### src/rtl/mux2_gate_bank_pkg.sv
// rtl/mux2_gate_bank_pkg.sv - shared parameters for the mux-built gate bank
package mux2_gate_bank_pkg;

  // Operand width used when a module or interface is not given one explicitly
  localparam int DEFAULT_WIDTH = 1;

endpackage : mux2_gate_bank_pkg

### src/rtl/mux2_gate_bank_if.sv
// rtl/mux2_gate_bank_if.sv - operand/result bundle between a driver and the gate bank
interface mux2_gate_bank_if
  import mux2_gate_bank_pkg::*;
#(
  parameter int WIDTH = DEFAULT_WIDTH
);

  logic             in_valid;
  logic [WIDTH-1:0] a;
  logic [WIDTH-1:0] b;
  logic             out_valid;
  logic [WIDTH-1:0] y_and;
  logic [WIDTH-1:0] y_nand;
  logic [WIDTH-1:0] y_not;

  // Driver side: presents operands, observes registered results
  modport master (
    output in_valid, a, b,
    input  out_valid, y_and, y_nand, y_not
  );

  // Gate bank side: accepts operands, returns registered results
  modport slave (
    input  in_valid, a, b,
    output out_valid, y_and, y_nand, y_not
  );

endinterface : mux2_gate_bank_if

### src/rtl/mux2_gate_bank_gates.sv
// rtl/mux2_gate_bank_gates.sv - NOT, AND and NAND wrappers built only from mux2
module not_gate
  import mux2_gate_bank_pkg::*;
#(
  parameter int WIDTH = DEFAULT_WIDTH
) (
  input  logic [WIDTH-1:0] a,
  output logic [WIDTH-1:0] y
);

  localparam logic [WIDTH-1:0] ZERO = '0;
  localparam logic [WIDTH-1:0] ONE  = '1;

  // a=1 picks 0, a=0 picks 1
  mux2 #(.WIDTH(WIDTH)) u_mux (
    .sel (a),
    .d1  (ZERO),
    .d0  (ONE),
    .y   (y)
  );

endmodule : not_gate

module and_gate
  import mux2_gate_bank_pkg::*;
#(
  parameter int WIDTH = DEFAULT_WIDTH
) (
  input  logic [WIDTH-1:0] a,
  input  logic [WIDTH-1:0] b,
  output logic [WIDTH-1:0] y
);

  localparam logic [WIDTH-1:0] ZERO = '0;

  // a=1 passes b through, a=0 forces 0
  mux2 #(.WIDTH(WIDTH)) u_mux (
    .sel (a),
    .d1  (b),
    .d0  (ZERO),
    .y   (y)
  );

endmodule : and_gate

module nand_gate
  import mux2_gate_bank_pkg::*;
#(
  parameter int WIDTH = DEFAULT_WIDTH
) (
  input  logic [WIDTH-1:0] a,
  input  logic [WIDTH-1:0] b,
  output logic [WIDTH-1:0] y
);

  localparam logic [WIDTH-1:0] ZERO = '0;
  localparam logic [WIDTH-1:0] ONE  = '1;

  logic [WIDTH-1:0] b_n;

  // First level: invert b with a mux-built NOT
  mux2 #(.WIDTH(WIDTH)) u_inv_b (
    .sel (b),
    .d1  (ZERO),
    .d0  (ONE),
    .y   (b_n)
  );

  // Second level: a=1 passes NOT b, a=0 forces 1; this is the deepest path
  mux2 #(.WIDTH(WIDTH)) u_sel (
    .sel (a),
    .d1  (b_n),
    .d0  (ONE),
    .y   (y)
  );

endmodule : nand_gate

### src/rtl/mux2_gate_bank_mux2.sv
// rtl/mux2_gate_bank_mux2.sv - bitwise 2:1 multiplexer, the only primitive of the gate library
module mux2
  import mux2_gate_bank_pkg::*;
#(
  parameter int WIDTH = DEFAULT_WIDTH
) (
  input  logic [WIDTH-1:0] sel,
  input  logic [WIDTH-1:0] d1,
  input  logic [WIDTH-1:0] d0,
  output logic [WIDTH-1:0] y
);

  // Each bit selects independently; X on sel propagates per ?: semantics
  for (genvar i = 0; i < WIDTH; i++) begin : g_bit
    assign y[i] = sel[i] ? d1[i] : d0[i];
  end

endmodule : mux2

### src/rtl/mux2_gate_bank.sv
// rtl/mux2_gate_bank.sv - registered bank of mux-built AND, NAND and NOT with valid strobe
module mux2_gate_bank
  import mux2_gate_bank_pkg::*;
#(
  parameter int WIDTH = DEFAULT_WIDTH
) (
  input  logic           clk,
  input  logic           rst,
  mux2_gate_bank_if.slave bus
);

  logic [WIDTH-1:0] and_c;
  logic [WIDTH-1:0] nand_c;
  logic [WIDTH-1:0] not_c;

  logic [WIDTH-1:0] y_and_d,  y_and_q;
  logic [WIDTH-1:0] y_nand_d, y_nand_q;
  logic [WIDTH-1:0] y_not_d,  y_not_q;
  logic             valid_d,  valid_q;

  and_gate #(.WIDTH(WIDTH)) u_and (
    .a (bus.a),
    .b (bus.b),
    .y (and_c)
  );

  nand_gate #(.WIDTH(WIDTH)) u_nand (
    .a (bus.a),
    .b (bus.b),
    .y (nand_c)
  );

  not_gate #(.WIDTH(WIDTH)) u_not (
    .a (bus.a),
    .y (not_c)
  );

  // Load new results on an accepted sample, otherwise hold; valid tracks acceptance
  always_comb begin
    y_and_d  = y_and_q;
    y_nand_d = y_nand_q;
    y_not_d  = y_not_q;
    valid_d  = bus.in_valid;
    if (bus.in_valid) begin
      y_and_d  = and_c;
      y_nand_d = nand_c;
      y_not_d  = not_c;
    end
  end

  // Result and valid registers; reset wins over a same-edge sample
  always_ff @(posedge clk) begin
    if (rst) begin
      y_and_q  <= '0;
      y_nand_q <= '0;
      y_not_q  <= '0;
      valid_q  <= 1'b0;
    end else begin
      y_and_q  <= y_and_d;
      y_nand_q <= y_nand_d;
      y_not_q  <= y_not_d;
      valid_q  <= valid_d;
    end
  end

  assign bus.y_and     = y_and_q;
  assign bus.y_nand    = y_nand_q;
  assign bus.y_not     = y_not_q;
  assign bus.out_valid = valid_q;

endmodule : mux2_gate_bank

### src/flat_wrapper.sv
// flat-port wrapper written by rule: the top's interface ports become plain ports
module mux2_gate_bank_flat import mux2_gate_bank_pkg::*;
#(
  parameter int WIDTH = DEFAULT_WIDTH
)
  (clk, rst, bus_in_valid, bus_a, bus_b, bus_out_valid, bus_y_and, bus_y_nand, bus_y_not);
  mux2_gate_bank_if #(.WIDTH(WIDTH)) bus_i ();
  input  logic clk;
  input  logic rst;
  input wire logic [$bits(bus_i.in_valid)-1:0] bus_in_valid;
  input wire logic [$bits(bus_i.a)-1:0] bus_a;
  input wire logic [$bits(bus_i.b)-1:0] bus_b;
  output wire logic [$bits(bus_i.out_valid)-1:0] bus_out_valid;
  output wire logic [$bits(bus_i.y_and)-1:0] bus_y_and;
  output wire logic [$bits(bus_i.y_nand)-1:0] bus_y_nand;
  output wire logic [$bits(bus_i.y_not)-1:0] bus_y_not;
  assign bus_i.in_valid = bus_in_valid;
  assign bus_i.a = bus_a;
  assign bus_i.b = bus_b;
  assign bus_out_valid = bus_i.out_valid;
  assign bus_y_and = bus_i.y_and;
  assign bus_y_nand = bus_i.y_nand;
  assign bus_y_not = bus_i.y_not;
  mux2_gate_bank #(.WIDTH(WIDTH)) u_core (.clk(clk), .rst(rst), .bus(bus_i));
endmodule
### config.mk
export PLATFORM = sky130hd
export DESIGN_NAME = mux2_gate_bank_flat
export DESIGN_NICKNAME = d
export VERILOG_FILES = /design/src/rtl/mux2_gate_bank_pkg.sv /design/src/rtl/mux2_gate_bank_if.sv /design/src/rtl/mux2_gate_bank_gates.sv /design/src/rtl/mux2_gate_bank_mux2.sv /design/src/rtl/mux2_gate_bank.sv /design/src/flat_wrapper.sv
export SDC_FILE = /design/constraint.sdc
export NUM_CORES = 1
export LEC_CHECK = 0
export ABC_AREA = 1
export BUFFER_PORTS_ARGS = -buffer_cell sky130_fd_sc_hd__buf_4
export CORE_AREA = 2 2 39 41
export CTS_CLUSTER_DIAMETER = 60
export CTS_CLUSTER_SIZE = 30
export DETAILED_ROUTE_END_ITERATION = 8
export DIE_AREA = 0 0 41 43
export GPL_ROUTABILITY_DRIVEN = 1
export PLACE_DENSITY_LB_ADDON = 0.05
export SYNTH_ARGS = -nofsm -noshare
export SYNTH_HDL_FRONTEND = slang
export SYNTH_SLANG_ARGS = --single-unit
### constraint.sdc
create_clock -name clk -period 0.8 [get_ports clk]
set_input_delay 0.16 -clock clk [delete_from_list [all_inputs] [get_ports clk]]
set_output_delay 0.16 -clock clk [all_outputs]
set_load 0.05 [all_outputs]
== Word-level counts from Yosys, hierarchy flattened ==
Cells that the tools add are included.

* Memories kept: 0
* Register bits: 4
* Input port bits: 5
* Memory bits (writable): 0
* Bits in latches: 0
* Memory bits (read-only): 0
* Word-level logic and storage cells: 8
* Output and inout port bits: 4

* $mul: 0
* Add/sub/neg operators: 0
* Multiplexer cells: 4
* Divide/modulo/power cells: 0
* Bitwise gates (word level): 0
* Equal/unequal tests: 0
* Reductions and logical operators: 0
* Magnitude comparators: 0
* Shift operators: 0

{| class="wikitable"
|+ Operators by type and width
! operator !! number
|-
| $mux 1 || 4
|}

== Longest topological paths before layout ==
Gate-level depths: netlist of the first run.

* Depth in word-level cells: 2
* Gate-level depth with buffers: 3
* Gate-level depth less buffers: 3

== Modules after synthesis ==
Synthesis of the first run repeated with hierarchy kept, for this count alone.

* Cell total of the unflattened synthesis: 43
* Area total of the unflattened synthesis: 226.5 µm²

{| class="wikitable"
|+ Modules (own cells, without submodules)
! module !! instances !! area an instance (µm²) !! cells each !! seq. area each (µm²)
|-
| mux2_gate_bank || 1 || 147.6 || 22 || 80.1
|-
| mux2 || 4 || 15.0 || 4 || 0.0
|-
| nand_gate || 1 || 7.5 || 2 || 0.0
|-
| not_gate || 1 || 7.5 || 2 || 0.0
|-
| and_gate || 1 || 3.8 || 1 || 0.0
|}

== Worst setup path after synthesis of the first run ==
OpenSTA, ideal clock, no wires.

* Path kind: reg2reg
* Start: register, netlist name u_core.bus.y_and
* End: register u_core.y_and_q (netlist: u_core.bus.y_and)
* Buffers on the path: 0
* Setup time: 0.066 ns
* Stages on the path, launching flop included: 3
* Arrival time: 0.863 ns
* Path slack: -0.129 ns
* Data required time: 0.734 ns
* Clock period less this slack: 0.929 ns
* Cells stage by stage: dfxtp_1 -> nand2_1 -> a21oi_2

{| class="wikitable"
|+ RTL lines
! item !! line !! source
|-
| end signal, assigned || mux2_gate_bank.sv:59 || <nowiki>y_and_q <= y_and_d;</nowiki>
|-
| end, declared || mux2_gate_bank.sv:16 || <nowiki>logic [WIDTH-1:0] y_and_d, y_and_q;</nowiki>
|}

== Worst setup path in the final report of the first run ==
* Start: register u_core.y_and_q (netlist: u_core.bus.y_and)
* End: output port bus_y_and

{| class="wikitable"
|+ RTL lines
! item !! line !! source
|-
| end, declared || flat_wrapper.sv:14 || <nowiki>output wire logic [$bits(bus_i.y_and)-1:0] bus_y_and;</nowiki>
|}

No word-level cell between the ends.

==> metrics.md, run 1 <==
| Metric | Value |
|---|---|
| CTS Hold Bufs | 0 |
| WP data arrival | 0.71 ns |
| Crit path time final | 0.8711 ns |
| Outcome | complete, but fails checks |
| GRT overflow | 0 |
| Max-cap violations | 0 |
| Initial antenna violation count | 0 |
| RSZ-0062 raised after global routing | true |
| Antenna fix cells | 0 |
| Port Buffer Count | 8 |
| CTS sink count | 4 |
| Count of cell types in the netlist | 7 |
| Max IR drop VDD | between 700 and 800 uV |
| Final ANT Viol Nets | 0 |
| Die Ht | 43 microns |
| Worst setup SP type | register |
| Place WS | 0.1451 ns |
| Layout cell share with drive strength beyond 1 | 62.07% |
| Failing checks | negative setup slack |
| Post-synthesis cell count | 17 |
| Worst path slowest cell | dfxtp_2 |
| PwrDens | 2058 nW/um^2 |
| Initial core utilization | 10.31% |
| Crit-path leading delay family | flip-flops |
| Crit path kind | register to primary output |
| CP cell instances | buf_8 |
| Pin count of the biggest net entering global routing | 6 |
| WL per Instance | around 7.6 microns |
| Worst-path maximum fanout | 2 |
| Req. time, crit path | 0.64 ns |
| DRC viols | 0 |
| Beginning of the critical path | u_core.bus.y_and |
| CORE AREA | 1384 sq um |
| Num ports | 9 |
| Post-DP Area | between 200 and 250 sq um |
| Worst slew margin | between 90% and 100% |
| Vias | 142 |
| Root Driver | clkbuf_4 |
| Vias per cell | 3.156 |
| Number of DRC markers in iteration 0 | 3 |
| Worst Max-Slew Pin Slew | 0.1355 ns |
| RD Place Congestion | 0.6705 |
| Worst setup path endpoint | bus_y_and |
| Final Hold Viols | 0 |
| Syn-to-layout area delta | 101.8% |
| # H-tree levels | 1 |
| Clk buf depth | 2 |
| Synth Register Bits | 4 |
| Reg clk slew, reported paths | around 0.04 ns |
| Vias in the first global route | 127 |
| Most frequent cells in the layout | 5 x buf_4, 4 x inv_1, 4 x buf_8, 4 x dfxtp_2 |
| Critical path capture point type | primary output |
| First-pass GRT wire length | about 520 microns |
| Cell Area, Synth | 142.6 sq um |
| CP bufs+invs | 1 |
| Non-Filler Instances | 45 |
| HP Class | primary input to register |
| Row Count | 14 |
| Critical R2R Launch | u_core.bus.y_and |
| Final setup fails | 4 |
| Post-Syn Area per Cell | 8.390 sq um |
| CTS buffer count | 3 |
| Nets@finish | 36 |
| Largest stage delay, worst path | 0.33 ns |
| Clock latency on the worst-skew pair | ~0.23 ns |
| CTS tree | yes |
| GRT Util Overall | 5.924% |
| Routed Wire Length | 344 microns |
| Die width | between 40 and 50 microns |
| Most common cell after layout, fill and taps aside | buf_4 |
| First-pass DRT Iterations | 2 |
| Reg2Reg Depth | 3 |
| Stages on worst setup path | 1 |
| Worst R2R End | u_core.bus.y_and |
| Post-placement cell count | between 40 and 50 |
| Final Instance Area | approximately 290 sq um |
| Crit share post-route | 108.9% |
| Layout Skew | 0 ns |
| Max Freq | 1148 MHz |
| Slack of the worst reg-to-reg path | 0.13 ns |
| Leakage | 0.1451 nW |
| Fin. max-slew vios | 0 |
| Die area | between 1500 and 2000 sq um |
| Sequential area share after synthesis | 56.14% |
| Syn_nets | 22 |
| Final setup margin | -0.07105 ns |
| Yosys Warn Count | 0 |
-- metal layers --
layer | global-route usage (%) | up-vias | wire length (microns)
met2 | 6.563 | 7 | 166
met1 | 4.502 | 59 | 131
met5 | 0 | - | 0
li1 | - | 76 | -
met3 | 9.424 | 0 | 46
met4 | 4.000 | 0 | 0
-- stage by stage --
step | total power, mW | hold WS (ns) | utilization, % | setup TNS [ns]
final | 0.5923 | 0.08236 | 20.80 | -0.2487
after global routing | 0.6400 | 0.07250 | 20.80 | -0.3629
after CTS | 0.6099 | 0.07373 | 20.52 | -0.3001
after detailed placement | 0.3226 | 0.3272 | 16.37 | 0
after global placement | 0.3231 | 0.3295 | 16.37 | 0
after floorplan | 0.2794 | 0.2151 | - | 0
-- state kept, by name, indices dropped and copies added (netlist names) --
| register | flops |
|---|---|
| u_core.bus.out_valid | 1 |
| u_core.bus.y_and | 1 |
| u_core.bus.y_nand | 1 |
| u_core.bus.y_not | 1 |
-- worst min-delay path by stage --
| stage | start | end | slack [ns] | cells past startpoint |
|---|---|---|---|---|
| final | rst | u_core.bus.y_and | 0.08 | 2 |
| after global routing | rst | u_core.bus.y_and | 0.07 | 2 |
| after CTS | rst | u_core.bus.y_and | 0.07 | 2 |
| after detailed placement | rst | u_core.bus.y_and | 0.33 | 2 |
| after global placement | rst | u_core.bus.y_and | 0.33 | 2 |
| after floorplan | rst | u_core.bus.y_and | 0.22 | 1 |
-- area by class of cell --
class	instances	area (sq um)
clock buffers	3	22.52
fillers	161	1096
inverters	4	15.01
multi-input cells	9	47.55
flip-flops and latches	4	85.08
well taps	16	20.02
repair buffers	9	97.59
-- logic make-up after synthesis --
group	after synthesis	synth area share [%]
compound gates	3	13.16
simple gates	6	20.18
buf+inv	4	10.52
flops	4	56.14
-- power by group --
| part | switching, mW | internal, mW |
|---|---|---|
| Combinational | 0.0650 | 0.0532 |
| Clock | 0.0825 | 0.168 |
| Sequential | 0.00864 | 0.215 |
| Total | 0.156 | 0.436 |
-- worst register-to-register path: stages, from the launching register on --
cell	delay [ns]
dfxtp_2	0.33
buf_4	0.10
nand2_1	0.05
a21oi_2	0.11
-- cell usage after synthesis --
cell,n,area share (%)
o21ai_0,2,7.0
nor2_1,3,7.9
nand3_2,1,7.0
nand2_1,2,5.3
a21oi_2,1,6.1
inv_1,4,11
dfxtp_1,4,56
-- timing repair --
item	CTS	global route
gates resized for setup	8	1
endpoints found under the setup margin	4	4
setup buffers	1	0
pin swaps	0	0
No activity file was read; power rests on OpenSTA's default activity.
==> run 2, diff against run 1 <==
--- a/config.mk
+++ b/config.mk
@@ -13,7 +13,7 @@
 export DETAILED_ROUTE_END_ITERATION = 8
 export DIE_AREA = 0 0 41 43
 export GPL_ROUTABILITY_DRIVEN = 1
-export PLACE_DENSITY_LB_ADDON = 0.05
+export SKIP_LAST_GASP = 1
 export SYNTH_ARGS = -nofsm -noshare
 export SYNTH_HDL_FRONTEND = slang
 export SYNTH_SLANG_ARGS = --single-unit
==> run 2 against run 1 <==
  * The run still ends with negative setup slack left
  * Critical path depth unchanged
  * Total power down 0.12%
  * Global-route usage down 1.1 points
  * Clock skew unchanged
  * Register-to-register slack better by 0.04 ns
  * Combinational power down 6%
  * Clock power up 3%
  * Non-clock buffer count down 1
  * Worst setup slack worse by 0.0043 ns
  * Core utilization down 0.81 points
  * Sequential power about the same
  * Cell area down 3.9%
  * Critical path type unchanged
==> metrics.md, run 2 (synthesized netlist as in run 1, its figures left out) <==
| Metric | Value |
|---|---|
| Root Driver | clkbuf_4 (unchanged) |
| Worst Max-Slew Pin Slew | 0.1432 ns (was 0.1355 ns) |
| Num ports | 9 (unchanged) |
| CTS Hold Bufs | 0 (unchanged) |
| Worst setup SP type | register (unchanged) |
| Vias | 135 (was 142) |
| First-pass GRT wire length | 496 microns (was 524 microns) |
| Final ANT Viol Nets | 0 (unchanged) |
| WL per Instance | 7.591 microns (was 7.644 microns) |
| Final setup fails | 4 (unchanged) |
| Syn-to-layout area delta | 93.86% (was 101.8%) |
| Routed Wire Length | 334 microns (was 344 microns) |
| Critical path capture point type | primary output (unchanged) |
| Vias per cell | 3.068 (was 3.156) |
| Initial core utilization | 10.31% (unchanged) |
| Non-Filler Instances | 44 (was 45) |
| CTS tree | yes (unchanged) |
| Final setup margin | -0.07533 ns (was -0.07105 ns) |
| Place WS | 0.1431 ns (was 0.1451 ns) |
| Crit path time final | 0.8753 ns (was 0.8711 ns) |
| Beginning of the critical path | u_core.bus.y_not (was u_core.bus.y_and) |
| HP Class | primary input to register (unchanged) |
| Final Instance Area | 276.5 sq um (was 287.8 sq um) |
| Worst slew margin | 90.35% (was 90.87%) |
| DP Wirelength | 247.3 microns |
| Reg clk slew, reported paths | 0.04 ns (about the same) |
| Hold WS | 0.08749 ns (was 0.08236 ns) |
| WP data arrival | 0.72 ns (was 0.71 ns) |
| # H-tree levels | 1 (unchanged) |
| Post-placement cell count | 41 (unchanged) |
| Number of DRC markers in iteration 0 | 4 (was 3) |
| CP cell instances | buf_8 (unchanged) |
| Setup TNS | -0.2641 ns (was -0.2487 ns) |
| PwrDens | 2139 nW/um^2 (was 2058 nW/um^2) |
| Initial antenna violation count | 0 (unchanged) |
| CORE AREA | 1384 sq um (unchanged) |
| Layout cell share with drive strength beyond 1 | 60.71% (was 62.07%) |
| Die area | 1763 sq um (unchanged) |
| Worst setup path endpoint | bus_y_not (was bus_y_and) |
| RD Place Congestion | 0.4254 (was 0.6705) |
| Failing checks | negative setup slack (unchanged) |
| Req. time, crit path | 0.64 ns (about the same) |
| Die Ht | 43 microns (unchanged) |
| Finished Core Util | 19.98% (was 20.80%) |
| Worst R2R End | u_core.bus.y_not (was u_core.bus.y_and) |
| CTS buffer count | 3 (unchanged) |
| Power Total | 0.5916 mW (was 0.5923 mW) |
| Vias in the first global route | 139 (was 127) |
| Die width | 41 microns (unchanged) |
| Port Buffer Count | 8 (unchanged) |
| DRC viols | 0 (unchanged) |
| Leakage | 0.1386 nW (was 0.1451 nW) |
| Clk buf depth | 2 (unchanged) |
| Worst path slowest cell | dfxtp_2 (unchanged) |
| GRT overflow | 0 (unchanged) |
| Crit-path leading delay family | flip-flops (unchanged) |
| Final Hold Viols | 0 (unchanged) |
| RSZ-0062 raised after global routing | true (unchanged) |
| First-pass DRT Iterations | 3 (was 2) |
| CTS sink count | 4 (unchanged) |
| Max-cap violations | 0 (unchanged) |
| Clock latency on the worst-skew pair | 0.23 ns (about the same) |
| GRT Util Overall | 4.805% (was 5.924%) |
| Fin. max-slew vios | 0 (unchanged) |
| Worst-path maximum fanout | 2 (unchanged) |
| Row Count | 14 (unchanged) |
| Layout Skew | 0 ns (unchanged) |
| Slack of the worst reg-to-reg path | 0.17 ns (was 0.13 ns) |
| Post-DP Area | 226.5 sq um (unchanged) |
| Max IR drop VDD | 602.6 uV (was 712.7 uV) |
| Antenna fix cells | 0 (unchanged) |
| Stages on worst setup path | 1 (unchanged) |
| Crit share post-route | 109.4% (was 108.9%) |
| Pin count of the biggest net entering global routing | 6 (unchanged) |
| Most frequent cells in the layout | 4 x inv_1, 4 x buf_4, 4 x dfxtp_2 (was 5 x buf_4, 4 x inv_1, 4 x buf_8, 4 x dfxtp_2) |
| Post-CTS Setup Repair Bufs | 0 (was 1) |
| Critical R2R Launch | u_core.bus.y_not (was u_core.bus.y_and) |
| CP bufs+invs | 1 (unchanged) |
| Crit path kind | register to primary output (unchanged) |
| Largest stage delay, worst path | 0.34 ns (was 0.33 ns) |
| Nets@finish | 35 (was 36) |
| Outcome | complete, but fails checks (unchanged) |
| Max Freq | 1142 MHz (was 1148 MHz) |
| Reg2Reg Depth | 2 (was 3) |
run 2: layout make-up:
| type | instances | area [sq um] |
|---|---|---|
| Sequential cell | 4 | 85.08 |
| Inverter | 4 | 15.01 |
| Clock buffer | 3 | 22.52 |
| Fill cell | 161 | 1107 |
| Tap cell | 16 | 20.02 |
| Multi-Input combinational cell | 9 | 47.55 |
| Timing Repair Buffer | 8 | 86.33 |
run 2: power breakdown:
part	switching [mW]	leakage [nW]	internal [mW]
clock network	0.0888	0.0138	0.168
logic	0.0629	0.0904	0.0482
registers	0.00853	0.0344	0.215
run 2: per-layer routing:
| layer | up-vias | share of wire [%] | global-route usage [%] |
|---|---|---|---|
| met5 | - | 0 | 0 |
| met4 | 0 | 0.60 | 2.000 |
| met3 | 2 | 14 | 6.283 |
| met2 | 6 | 45 | 6.563 |
| met1 | 53 | 40 | 3.822 |
| li1 | 74 | - | - |
run 2: worst min-delay path by stage:
| stage | start | endpoint | slack, ns | cells after the start |
|---|---|---|---|---|
| final | rst | u_core.bus.y_and | 0.09 | 2 |
| after global routing | rst | u_core.bus.y_and | 0.08 | 2 |
| after CTS | rst | u_core.bus.y_and | 0.08 | 2 |
| after detailed placement | rst | u_core.bus.y_and | 0.33 | 2 |
| after global placement | rst | u_core.bus.y_and | 0.33 | 2 |
| after floorplan | rst | u_core.bus.y_and | 0.22 | 1 |
run 2: what timing repair did:
action | CTS | global route
gates resized for setup | 5 | 3
endpoints found under the hold margin | 0 | 0
endpoints found under the setup margin | 4 | 4
pin swaps | 0 | 0
